==> src/rtl/nes_oam_dma.sv <==
// nes_oam_dma: sprite OAM DMA engine; halts the CPU and copies RAM page P to the PPU OAM port.
// Optional odd-cycle alignment via OAM_DMA_ODD_ALIGN_EN.
module nes_oam_dma #(
    parameter logic [15:0] DMA_REG_ADDR = 16'h4014,
    parameter int          HALT_CYCLES  = 1
) (
    input  logic        clk,
    input  logic        rst_n,
    input  logic        reg_wr,
    input  logic [15:0] reg_addr,
    input  logic [7:0]  reg_wdata,
    output logic        cpu_rdy,
    output logic        mem_bus_en,
    output logic [15:0] mem_addr,
    output logic        mem_cs_n,
    output logic        mem_rw_n,
    input  logic [7:0]  mem_rdata,
    output logic        oam_we,
    output logic [7:0]  oam_wdata,
    output logic        busy,
    output logic        done
);
`ifdef OAM_DMA_ODD_ALIGN_EN
    typedef enum logic [2:0] {IDLE, HALT, ALIGN, READ, WRITE, DONE} state_t;
    logic cycle_par, align, align_n;
`else
    typedef enum logic [2:0] {IDLE, HALT, READ, WRITE, DONE} state_t;
`endif
    state_t      state, state_n;
    logic [7:0]  page, page_n, idx, idx_n;
    logic [1:0]  hcnt, hcnt_n;
    logic        own_n, rdy_n;

    assign mem_rw_n = 1'b1;

    always_comb begin
        state_n = state;
        page_n  = page;
        idx_n   = idx;
        hcnt_n  = hcnt;
`ifdef OAM_DMA_ODD_ALIGN_EN
        align_n = align;
`endif
        case (state)
            IDLE: if (reg_wr && reg_addr == DMA_REG_ADDR) begin
                state_n = HALT;
                page_n  = reg_wdata;
                idx_n   = 8'd0;
                hcnt_n  = 2'd0;
`ifdef OAM_DMA_ODD_ALIGN_EN
                align_n = cycle_par;
`endif
            end
            HALT: begin
                if (hcnt == 2'(HALT_CYCLES - 1))
`ifdef OAM_DMA_ODD_ALIGN_EN
                    state_n = align ? ALIGN : READ;
`else
                    state_n = READ;
`endif
                else
                    hcnt_n = hcnt + 2'd1;
            end
`ifdef OAM_DMA_ODD_ALIGN_EN
            ALIGN: state_n = READ;
`endif
            READ:  state_n = WRITE;
            WRITE: begin
                if (idx == 8'hFF)
                    state_n = DONE;
                else begin
                    idx_n   = idx + 8'd1;
                    state_n = READ;
                end
            end
            DONE:    state_n = IDLE;
            default: state_n = IDLE;
        endcase
        rdy_n = state_n == IDLE || state_n == DONE;
        own_n = state_n == READ || state_n == WRITE;
    end

    // outputs are registered from the next-state decode so they line up with state
    always_ff @(posedge clk) begin
        if (!rst_n) begin
            state      <= IDLE;
            page       <= 8'd0;
            idx        <= 8'd0;
            hcnt       <= 2'd0;
            cpu_rdy    <= 1'b1;
            busy       <= 1'b0;
            done       <= 1'b0;
            mem_bus_en <= 1'b0;
            mem_cs_n   <= 1'b1;
            mem_addr   <= 16'd0;
            oam_we     <= 1'b0;
            oam_wdata  <= 8'd0;
`ifdef OAM_DMA_ODD_ALIGN_EN
            cycle_par  <= 1'b0;
            align      <= 1'b0;
`endif
        end else begin
            state      <= state_n;
            page       <= page_n;
            idx        <= idx_n;
            hcnt       <= hcnt_n;
            cpu_rdy    <= rdy_n;
            busy       <= !rdy_n;
            done       <= state_n == DONE;
            mem_bus_en <= own_n;
            mem_cs_n   <= !own_n;
            mem_addr   <= own_n ? {page_n, idx_n} : 16'd0;
            oam_we     <= state == WRITE;
            oam_wdata  <= state == WRITE ? mem_rdata : 8'd0;
`ifdef OAM_DMA_ODD_ALIGN_EN
            cycle_par  <= !cycle_par;
            align      <= align_n;
`endif
        end
    end
endmodule

==> config.mk <==
export PLATFORM = sky130hd
export DESIGN_NAME = nes_oam_dma
export DESIGN_NICKNAME = d
export VERILOG_FILES = /design/src/rtl/nes_oam_dma.sv
export SDC_FILE = /design/constraint.sdc
export NUM_CORES = 1
export LEC_CHECK = 0
export BUFFER_PORTS_ARGS = -buffer_cell sky130_fd_sc_hd__buf_4
export CAP_MARGIN = 0
export CORE_AREA = 4 4 96 62
export CTS_BUF_LIST = sky130_fd_sc_hd__clkbuf_8
export DETAILED_ROUTE_END_ITERATION = 6
export DIE_AREA = 0 0 100 66
export SYNTH_ARGS = -nofsm -noshare
export SYNTH_HDL_FRONTEND = slang
export SYNTH_SLANG_ARGS = --single-unit
==> constraint.sdc <==
create_clock -name clk -period 4.5 [get_ports clk]
set_input_delay 0.675 -clock clk [delete_from_list [all_inputs] [get_ports clk]]
set_output_delay 0.675 -clock clk [all_outputs]
set_load 0.02 [all_outputs]
Word-level counts from Yosys, hierarchy flattened
Index checks and enable logic that the tools add are counted.
{ "word_totals": {"ff_bits": 51, "latch_bits": 0, "ram_bits": 0, "mem_bits_ro": 0, "inputBits": 35, "output_inout_bits": 31, "wordCells": 48, "mem_count": 0} }
{ "classes": {"addsub": 2, "multipliers": 0, "n_div": 0, "order_cmp": 0, "n_eq_ne": 10, "n_shift": 0, "n_mux": 12, "bitwise_logic": 0, "reduce_logical": 12} }
{ "op_table": {"columns": ["op", "n"], "rows": [
  ["$mux 8", 4],
  ["$eq 16x15->1 const B", 1],
  ["$pmux 8 s2", 1],
  ["$eq 3x2->1 const B", 4],
  ["$pmux 3 s4", 1],
  ["$mux 3", 3],
  ["$add 8x1->8 const B", 1],
  ["$eq 8x8->1 const B", 1],
  ["$logic_not 3->1", 2],
  ["$mux 2", 2],
  ["$ne 2x2->1 const B", 2],
  ["$pmux 2 s2", 1],
  ["$reduce_and 2->1", 2],
  ["$eq 3x1->1 const B", 1],
  ["$eq 3x3->1 const B", 1],
  ["$reduce_and 3->1", 1],
  ["$add 2x1->2 const B", 1],
  ["$logic_not 1->1", 2],
  ["$logic_not 2->1", 1],
  ["$logic_or 1x1->1", 2],
  ["$reduce_bool 2->1", 1],
  ["$logic_and 1x1->1", 1]
]} }

Depth between registers and ports, before layout
{ "logic_depth": {"word_depth": 7, "ltp_mapped": 7, "ltp_nobuf": 6} }

Worst setup path after synthesis
OpenSTA, ideal clock, no wires.
{ "synth_path": {"kind": "input -> register", "start": "in reg_addr[8]", "end": "reg mem_addr[5]", "setup_ps": 128, "t_arrival_ps": 1643, "required_ps": 4372, "path_slack_ps": 2729, "cell_stages": 5, "path_buffers": 1, "cell_sequence": "nor4_1 nand3_2 buf_2 o211ai_2 a21oi_1"} }
{ "synth_between": {"elab_chain_len": 7, "elab_cells_between_ends": 10, "classes_between": "eq/ne (3); mux (4); reduce/logical (3)"} }
{ "synth_lines": {"columns": ["element", "line_no", "text"], "rows": [
  ["from (decl)", "10", "input logic [15:0] reg_addr,"],
  ["$eq 16x15->1 (*)", "45", "IDLE: if (reg_wr && reg_addr == DMA_REG_ADDR) begin"],
  ["$logic_and 1x1->1 (*)", "45", null],
  ["$mux 3", "45", null],
  ["$pmux 3 s4", "44", "case (state)"],
  ["$eq 3x2->1", "80", "own_n = state_n == READ || state_n == WRITE;"],
  ["$logic_or 1x1->1", "80", null],
  ["$reduce_and 2->1 (no line)", null, null],
  ["to (signal assigned)", "112", "mem_addr <= own_n ? {page_n, idx_n} : 16'd0;"],
  ["to (decl)", "14", "output logic [15:0] mem_addr,"]
]} }
Every way passes the cells marked *; elsewhere a longest branch is shown, timed or not.
A chain may end at the register's enable or synchronous reset.

Worst setup path after layout
{ "layout_path": {"start": "in reg_addr[1]", "end": "reg mem_addr[0]"} }
Same word-level chain as after synthesis.

==> impl_metrics.json <==
{
  "finalCriticalPeriod_ns": 2.10,
  "start_kind": "input port",
  "finalSetupViolations": 0,
  "synth.area.top_cells": "dfxtp_1 52%, and3_1 4.5%, a21boi_1 3.8%",
  "die_x_um": 100,
  "layout.nets": 291,
  "outcome": "completed",
  "cts.hold.buffers_added": 0,
  "io_buffers": 64,
  "grt_pass1_wl_um": 7170,
  "finalHoldViolations": 0,
  "io_pins": 66,
  "grt_pass1_vias": 1478,
  "cts_buffers": 5,
  "yosysTopAreaCellShare_pct": 52.3,
  "rsz0062_at_grt": "no",
  "synth-adder-area-share_pct": 1.28,
  "yosys.area.top_type": "dfxtp_1",
  "postPlaceCellArea_mm2": 0.00246,
  "worst_pin_slew_ns": 0.784,
  "synth_cell_type_count": 46,
  "dr.pass1.iters": 4,
  "power_density_mw_per_mm2": 297,
  "critPathRequiredTime_ns": 4.66,
  "ir_drop_mv": 0.158,
  "hpwl_um": 3150,
  "netlist_instances": 193,
  "synth_xor_area_share_pct": 0,
  "antenna_found_initial": 0,
  "die_h_um": 66,
  "synth_simple_gate_area_share_pct": 21.6,
  "cts_tree": "yes",
  "slowest_delay_ns": 0.50,
  "synthArstFlopShare_pct": 0,
  "p_leak_nw": 1.09,
  "cts_setup_buffers": 0,
  "fin_crit_sh_pct": 46.6,
  "slowest_stage": "nand2_1",
  "fin_setup_tns_ns": 0,
  "syn_area_mm2": 0.00195,
  "routed_wl_um": 4430,
  "path_buf_inv": 1,
  "postRouteAntennaNets": 0,
  "synth_enable_flop_cells": 0,
  "crit_fanout": 16,
  "coreArea_mm2": 0.00498,
  "viasPerCell": 4.88,
  "grt_overflow_total": 0,
  "diodes": 0,
  "htree_num_levels": 2,
  "design_area_mm2": 0.00256,
  "place_congestion": 0.780,
  "vias": 1568,
  "clk_latency_ns": 0.29,
  "cts_buffer_depth": 2,
  "seq_area_frac_synth_pct": 52.3,
  "final_max_slew_viol_count": 0,
  "die_area_mm2": 0.00660,
  "clkTransAtPathRegs_ns": 0.09,
  "crit_arrival_ns": 2.26,
  "syn_area_per_cell_um2": 10.1,
  "cts-root-buf": "clkbuf_8",
  "cap_viol_max_count": 0,
  "drive_gt1_share_pct": 32.5,
  "grt_max_degree": 35,
  "cp-end-kind": "flop",
  "critPathTopFamily": "simple AND/OR/NAND/NOR gates",
  "skew_ns": 0.00451,
  "synthMuxAreaShare_pct": 1.02,
  "cts_num_sinks": 51,
  "ctsResizeCount": 0,
  "avgRoutedWirePerCell_um": 13.8,
  "initial_core_util_pct": 39.2,
  "synth_top_family_by_area": "simple AND/OR/NAND/NOR gates",
  "synth_compound_area_share_pct": 19.9,
  "final_cells": 321,
  "drt_iter0_drc": 66,
  "synth_top_flop_cell": "dfxtp_1",
  "ys_seq_elements": 51,
  "grt.total_usage_pct": 13.7,
  "hp-class": "reg -> reg",
  "path_class": "in -> reg",
  "yosys_warnings": 0,
  "placed_cells": 313,
  "drc": 0,
  "synthToLayoutAreaGrowth_pct": 31.1,
  "rows": 20,
  "slew_headroom_pct": 47.0,
  "crit_chain": "buf_4 -> nor4_1 -> nand2_1 -> nor2_2 -> o31ai_1",
  "fmax_mhz": 477,
  "synth_nets": 230
}
-- cell type report --
| cell class | count | area (µm²) |
|---|---|---|
| Timing Repair Buffer | 64 | 480 |
| Clock buffer | 7 | 96.3 |
| Fill cell | 475 | 2420 |
| Clock inverter | 1 | 3.75 |
| Sequential cell | 51 | 1020 |
| Multi-Input combinational cell | 127 | 858 |
| Inverter | 5 | 18.8 |
| Tap cell | 66 | 82.6 |
-- cell usage in the layout (no fill, tap or decap), drive strengths merged --
master and n:
conb 1, and3 14, a211oi 2, dfxtp 51
and2 3, nor4b 3, nor3b 4, a21oi 13
mux2i 2, nand4 2, nor4bb 1, nand3b 2
nand2b 5, inv 6, o211ai 4, and4b 1
nor2 6, and3b 1, or3 1, nand3 11
or2 1, a21boi 13, o31ai 3, o31a 2
clkbuf 7, o21a 1, nor4 2, o2111ai 1
buf 64, o21ai 14, ha 2, nand2 9
o221ai 1, o22ai 2
-- worst reg2reg max path, delay by kind of cell, from the launching register on --
kind / cells / cell delay, ns
and+or+nand+nor: 3 / 1.43
AOI/OAI and AO/OA: 1 / 0.12
DFF: 1 / 0.39
-- layer usage --
layer / share of wire (%) / global-route usage (%) / routed length, µm
met1: 53 / 19.8 / 2370
met2: 40 / 19.7 / 1760
met3: 6.7 / 4.95 / 295
met4: 0.20 / 2.02 / 9
met5: 0 / 0 / 0
-- Yosys cell counts, types with 2 or more instances --
library cell / number
dfxtp_1: 51
buf_2: 4
nor4_1: 2
a21boi_1: 10
a21boi_0: 3
inv_1: 5
ha_1: 2
nand2b_1: 5
nand3_1: 9
nor4b_1: 2
mux2i_1: 2
nor2_1: 5
a211oi_1: 2
o31ai_1: 3
o211ai_1: 2
and3_1: 14
nand3_2: 2
o211ai_2: 2
o22ai_1: 2
o21ai_0: 6
o31a_1: 2
nand3b_1: 2
clkbuf_1: 3
nand2_1: 9
o21ai_1: 6
nor3b_1: 4
and2_1: 3
a21oi_1: 13
-- flip-flops by register name, indices dropped and copies added (netlist names) --
register,cells
done,1
busy,1
mem_bus_en,1
page,8
mem_addr,16
mem_cs_n,1
hcnt,2
cpu_rdy,1
oam_we,1
idx,8
oam_wdata,8
state,3
-- metrics by stage --
stage,power (mW),util [%],hold slack (ns),setup slack (ns)
floorplan,0.471,-,0.472,2.73
global placement,0.494,49.4,0.487,2.11
detailed placement,0.495,49.4,0.490,2.10
CTS,0.771,51.4,0.506,2.43
global route,0.800,51.4,0.525,2.24
finish,0.760,51.4,0.502,2.40
-- cell families (layout without fill, tap and decap cells) --
| logic type | Yosys count | count (layout) |
|---|---|---|
| simple gates | 66 | 66 |
| compound gates | 56 | 56 |
| flops | 51 | 51 |
| buf+inv | 15 | 77 |
| fa+ha+maj | 2 | 2 |
| mux | 2 | 2 |
| other cells | 1 | 1 |
-- where the power goes --
part / leakage [nW] / switching, mW / internal [mW] / total (mW)
combinational: 0.626 / 0.0106 / 0.0221 / 0.0328
sequential: 0.411 / 0.000000864 / 0.451 / 0.451
clock: 0.0557 / 0.138 / 0.138 / 0.277
total: 1.09 / 0.149 / 0.611 / 0.760
-- path summary, 6_finish.rpt --
check | startpoint | cells past startpoint | slack (ns) | endpoint
setup / recovery | reg_addr[1] | 5 | 2.40 | mem_addr[0]$_SDFF_PN0_
hold / removal | page[4]$_SDFF_PN0_ | 2 | 0.50 | page[4]$_SDFF_PN0_
setup reg to reg | state[2]$_SDFF_PN0_ | 4 | 2.43 | mem_addr[0]$_SDFF_PN0_
hold reg to reg | page[4]$_SDFF_PN0_ | 2 | 0.50 | page[4]$_SDFF_PN0_
(Power assumes the default switching activity.)
